**config.mk**
```make
export PLATFORM = sky130hd
export DESIGN_NAME = switch_conditioner
export DESIGN_NICKNAME = d
export VERILOG_FILES = /design/src/rtl/switch_conditioner.sv
export SDC_FILE = /design/constraint.sdc
export NUM_CORES = 1
export LEC_CHECK = 0
export CORE_MARGIN = 4
export CORE_UTILIZATION = 45
export CTS_CLUSTER_SIZE = 12
export DETAILED_ROUTE_END_ITERATION = 8
export GPL_TIMING_DRIVEN = 0
export HOLD_SLACK_MARGIN = 0.1
export PLACE_DENSITY = 0.75
export SLEW_MARGIN = 20
export SYNTH_ARGS = -nofsm -noshare
export SYNTH_HDL_FRONTEND = slang
export SYNTH_SLANG_ARGS = --single-unit
```
**constraint.sdc**
```tcl
create_clock -name clock -period 1.95 [get_ports clock]
set_input_delay 0.585 -clock clock [delete_from_list [all_inputs] [get_ports clock]]
set_output_delay 0.585 -clock clock [all_outputs]
set_load 0.05 [all_outputs]
```
**src/rtl/switch_conditioner.sv**
```systemverilog
// switch_conditioner: synchronises and debounces the asynchronous board
// switch word before it reaches the cpu3 `switches` port.
//
// Ports:
//   clock          system clock, rising edge
//   n_reset        asynchronous active-low reset
//   raw_switches   unsynchronised board switch levels
//   switches       debounced, registered switch word
//   sw_valid       set once the first debounced word is accepted (sticky)
//   sw_change      one-cycle pulse when `switches` takes a new value
//   change_pending sticky change flag, cleared by sw_ack
//   sw_ack         consumer acknowledge for change_pending
//
// Build option: define SWITCH_SYNC3_EN for a three-flop synchroniser
// (latency DEBOUNCE_CYCLES+3 instead of DEBOUNCE_CYCLES+2).
module switch_conditioner #(
  parameter int unsigned WORD_W          = 8,
  parameter int unsigned DEBOUNCE_CYCLES = 16,
  parameter int unsigned CNT_W           = 16
) (
  input  logic              clock,
  input  logic              n_reset,
  input  logic [WORD_W-1:0] raw_switches,
  output logic [WORD_W-1:0] switches,
  output logic              sw_valid,
  output logic              sw_change,
  output logic              change_pending,
  input  logic              sw_ack
);

  // Count value at which the candidate is considered stable.
  localparam logic [CNT_W-1:0] CNT_SAT = CNT_W'(DEBOUNCE_CYCLES - 1);

  logic [WORD_W-1:0] sync1;
  logic [WORD_W-1:0] sync2;
  logic [WORD_W-1:0] sync_out;
  logic [WORD_W-1:0] candidate;
  logic [CNT_W-1:0]  count;

  logic [WORD_W-1:0] candidate_d;
  logic [CNT_W-1:0]  count_d;
  logic [WORD_W-1:0] switches_d;
  logic              valid_d;
  logic              change_d;
  logic              pending_d;
  logic              accept;

`ifdef SWITCH_SYNC3_EN
  logic [WORD_W-1:0] sync3;

  // Three-flop synchroniser into the clock domain.
  always_ff @(posedge clock or negedge n_reset) begin
    if (!n_reset) begin
      sync1 <= '0;
      sync2 <= '0;
      sync3 <= '0;
    end else begin
      sync1 <= raw_switches;
      sync2 <= sync1;
      sync3 <= sync2;
    end
  end

  assign sync_out = sync3;
`else
  // Two-flop synchroniser into the clock domain.
  always_ff @(posedge clock or negedge n_reset) begin
    if (!n_reset) begin
      sync1 <= '0;
      sync2 <= '0;
    end else begin
      sync1 <= raw_switches;
      sync2 <= sync1;
    end
  end

  assign sync_out = sync2;
`endif

  // Debounce, acceptance and change handshake next-state logic.
  always_comb begin
    candidate_d = candidate;
    count_d     = count;
    switches_d  = switches;
    valid_d     = sw_valid;
    change_d    = 1'b0;
    pending_d   = change_pending;
    accept      = 1'b0;

    if (sync_out != candidate) begin
      candidate_d = sync_out;
      count_d     = '0;
    end else if (count < CNT_SAT) begin
      count_d = count + CNT_W'(1);
    end else begin
      accept = 1'b1;
    end

    // First acceptance after reset always pulses, even for an all-zero word.
    if (accept) begin
      if ((candidate != switches) || !sw_valid) begin
        switches_d = candidate;
        change_d   = 1'b1;
      end
      valid_d = 1'b1;
    end

    // A change in the same cycle as an acknowledge keeps the flag set.
    if (sw_change) begin
      pending_d = 1'b1;
    end else if (sw_ack) begin
      pending_d = 1'b0;
    end
  end

  // State and output registers.
  always_ff @(posedge clock or negedge n_reset) begin
    if (!n_reset) begin
      candidate      <= '0;
      count          <= '0;
      switches       <= '0;
      sw_valid       <= 1'b0;
      sw_change      <= 1'b0;
      change_pending <= 1'b0;
    end else begin
      candidate      <= candidate_d;
      count          <= count_d;
      switches       <= switches_d;
      sw_valid       <= valid_d;
      sw_change      <= change_d;
      change_pending <= pending_d;
    end
  end

endmodule

```
==> qor.csv <==
stage,metric,value,unit
setup_path,reg2reg_depth,5,
setup_path,crit_fanout,9,
detailed_routing,drt_iter0_drc,59,
global_route,grt_pass1_wl,4.98,mm
run_status,outcome,finished clean,
setup_path,cp-end-kind,flop,
sta,slew_headroom,59.3,%
synth,ys_warn_count,0,
global_route,use_met3,4.27,%
cts,tritoncts,yes,
global_route,grt_start_max_net_pins,35,
pwr,swShare,21.3,%
synth,syn_nets,139,
global_route,busiest_layer,met2,
pwr,power.leakage,1.15,nW
layout,final_cells,208,
layout,antenna_cells,0,
sta,rsz0062_at_grt,no,
cts,cts_hold_buf,0,
pwr,seq_power_share,59.8,%
sta,finalCritPeriodShare,95.1,%
layout,final_cell_mix,"dfrtp_1, xor2_1, and3_1, dlygate4sd2_1, clkbuf_1",
setup_path,r2r_setup_slack,0.1,ns
detailed_routing,via_per_inst,4.83,
sta,slew_violations,0,
layout,regArea,1280,sq um
cts,clock-root-buffer,clkbuf_8,
setup_path,r2r-end,switches[3]$_DFFE_PN0P_,
cts,worstSkewPairLatency,0.30,ns
detailed_routing,drc,0,
setup_path,cp_num_buf_inv,0,
layout,multiInputGateArea,564,sq um
setup_path,cpPeakStageDelay,0.42,ns
setup_path,cp.arrival,2.05,ns
layout,drive_gt1_share,16.5,%
detailed_routing,ant_nets,0,
flow_run,max-cap-violations,0,
worst_hold_path,hp-class,in -> async,
layout,area_delta_synth_final,20.4,%
cts,h-tree-depth,2,
cts,clkSlewWorstSetupHoldPaths,0.09,ns
setup_path,cp_top_family,simple AND/OR/NAND/NOR gates,
detailed_routing,vias,1004,
layout,mostFrequentLayoutCell,dfrtp_1,
layout,nets,169,
global_route,antenna_found_initial,0,
global_route,grt_pass1_vias,1125,
cts,numCtsBuffers,5,
cts,cts_num_sinks,51,
floorplan,die_w,72.7,microns
pwr,power_frac_comb,4.9,%
global_route,grt_overflow,0,
synth,synth.distinct_cells,28,
floorplan,num_rows,23,
sta,fin_skew,0.00754,ns
synth,ys_ff_latch,51,
setup_path,cp.required,2.14,ns
place,dpl.hpwl,2.05,mm
pwr,p_int,1.45,mW
floorplan,start_util,46.8,%
layout,fill_cells,338,
sta,setup_viol,0,
global_route,use_met2,21.6,%
place,io_buffers,21,
sta,worst_pin_slew,0.605,ns
synth,yosysSeqAreaShare,67.7,%
layout,fin_area,2270,sq um
pwr,cellPowerDensity,809,nW/um^2
detailed_routing,first_pass_iters,4,
floorplan,die-area,5290,sq um
synth,synth_area_per_cell,14.8,sq um
pwr,power_frac_clock,35.2,%
pwr,p_switching,0.392,mW
detailed_routing,drt-total-wl,2.81,mm
setup_path,slowest_stage,dfrtp_1,
floorplan,fp.dieH,72.7,microns
sta,timing.fmax,539,MHz
place,dpl_cell_area,2170,sq um
pwr,ir_worst_vdd,0.396,mV
global_route,grtUsageMet1,13.7,%
detailed_routing,routedWlPerCell,13.5,microns
setup_path,critical_path_class,reg -> reg,
place,gp_congestion,0.735,
setup_path,start_kind,flop,
synth,synth_area,1890,sq um
setup_path,path_cells,"xor2_1, nor4_4, nand3_4, a31oi_4, mux2_4",
setup_path,regToRegStartpoint,candidate[6]$_DFFE_PN0N_,
sta,finalHoldViolCount,0,
synth,synthCells,127,
floorplan,core,4030,sq um
cts,ctsLongestPathBuffers,2,
sta,min_period,1.85,ns
place,placed_cells,199,
floorplan,ioPinCount,22,
global_route,grtUsageTotal,12.4,%
==> synth_stat cells <==
| cell | instances | area, sq um |
|---|---|---|
| or2b_1 | 1 | 7.51 |
| inv_1 | 2 | 7.51 |
| and2_1 | 3 | 18.8 |
| o21ai_0 | 1 | 5.00 |
| nand4_2 | 1 | 12.5 |
| and2_2 | 1 | 7.51 |
| a31oi_1 | 1 | 6.26 |
| xor2_1 | 16 | 140 |
| nor2_1 | 1 | 3.75 |
| a21o_1 | 1 | 7.51 |
| nand3_4 | 1 | 17.5 |
| nor4_4 | 2 | 42.5 |
| nor3_1 | 1 | 5.00 |
| mux2_4 | 2 | 30.0 |
| nor4_1 | 4 | 25.0 |
| dfrtp_1 | 51 | 1280 |
| a21boi_0 | 1 | 7.51 |
| mux2_2 | 6 | 67.6 |
| and3_2 | 1 | 7.51 |
| a31oi_4 | 1 | 21.3 |
| and3_1 | 11 | 68.8 |
| nand3_1 | 2 | 10.0 |
| or3_1 | 1 | 6.26 |
| ha_1 | 1 | 12.5 |
| mux2i_1 | 1 | 10.0 |
| clkbuf_1 | 10 | 37.5 |
| nor2b_1 | 1 | 6.26 |
| xnor2_1 | 2 | 17.5 |
==> metal layers <==
layer	vias to the layer above	share of wire, %
li1	481	-
met1	498	41
met2	19	53
met3	6	4.7
met4	0	1.3
met5	-	0
==> stage by stage <==
step / hold slack [ns] / util (%) / setup slack [ns] / total power [mW] / TNS (ns)
floorplan: 0.289 / - / 0.0673 / 1.16 / 0
global placement: 0.332 / 53.6 / -1.01 / 1.20 / -51.43
detailed placement: 0.335 / 53.9 / 0.0480 / 1.21 / 0
CTS: 0.216 / 56.2 / 0.0446 / 1.86 / 0
global route: 0.225 / 56.4 / 0.0152 / 1.93 / 0
finish: 0.208 / 56.4 / 0.0950 / 1.84 / 0
==> sequential cells by signal, indices dropped and copies added (netlist names) <==
name            count
count              16
change_pending      1
sync1               8
sync2               8
switches            8
sw_valid            1
sw_change           1
candidate           8
==> worst max-delay path by stage <==
stage	cells after the start	end	startpoint
2_1_floorplan	4	switches[1]$_DFFE_PN0P_	switches[6]$_DFFE_PN0P_
3_3_place_gp	1	sync1[1]$_DFF_PN0_	n_reset
3_5_place_dp	5	switches[3]$_DFFE_PN0P_	candidate[1]$_DFFE_PN0N_
4_1_cts	5	switches[3]$_DFFE_PN0P_	candidate[1]$_DFFE_PN0N_
5_1_grt	5	switches[3]$_DFFE_PN0P_	sync2[6]$_DFF_PN0_
6_report	5	switches[3]$_DFFE_PN0P_	candidate[6]$_DFFE_PN0N_
==> cell families after synthesis <==
logic type,Yosys count,share of synthesized area (%)
DFF,51,67.7
and+or+nand+nor,31,12.7
xor gates and xnor gates,18,8.36
buffers and inverters,12,2.39
muxes,9,5.71
AOI/OAI and AO/OA,5,2.52
adders and majority gates,1,0.663
==> power by group through the flow <==
| stage | clock network (mW) | registers, mW | logic (mW) |
|---|---|---|---|
| 2_1_floorplan | 0 | 1.12 | 0.0413 |
| 3_3_place_gp | 0 | 1.12 | 0.0838 |
| 3_5_place_dp | 0 | 1.12 | 0.0916 |
| 4_1_cts | 0.664 | 1.10 | 0.0921 |
| 5_1_grt | 0.721 | 1.10 | 0.102 |
| 6_report | 0.648 | 1.10 | 0.0910 |
==> cell type report <==
type                            instances  share of cell area (%)
Clock inverter                          1                   0.331
Clock buffer                            7                    4.24
Multi-Input combinational cell         64                    24.8
Inverter                                2                   0.331
Tap cell                               50                    2.75
Buffer                                 10                    1.65
Sequential cell                        51                    56.2
Timing Repair Buffer                   23                    9.64
==> what timing repair did <==
action,in CTS,in global routing
pin swaps,0,1
gates resized for setup,11,0
setup buffers,0,1
cloned,0,0
endpoints found under the setup margin,11,2
==> worst register-to-register path, cell delays in order, from the launching register on <==
cell and delay [ns]:
dfrtp_1 0.42, xor2_1 0.17, nor4_4 0.41, nand3_4 0.21, a31oi_4 0.23, mux2_4 0.32
No activity file was read; power rests on OpenSTA's default activity.
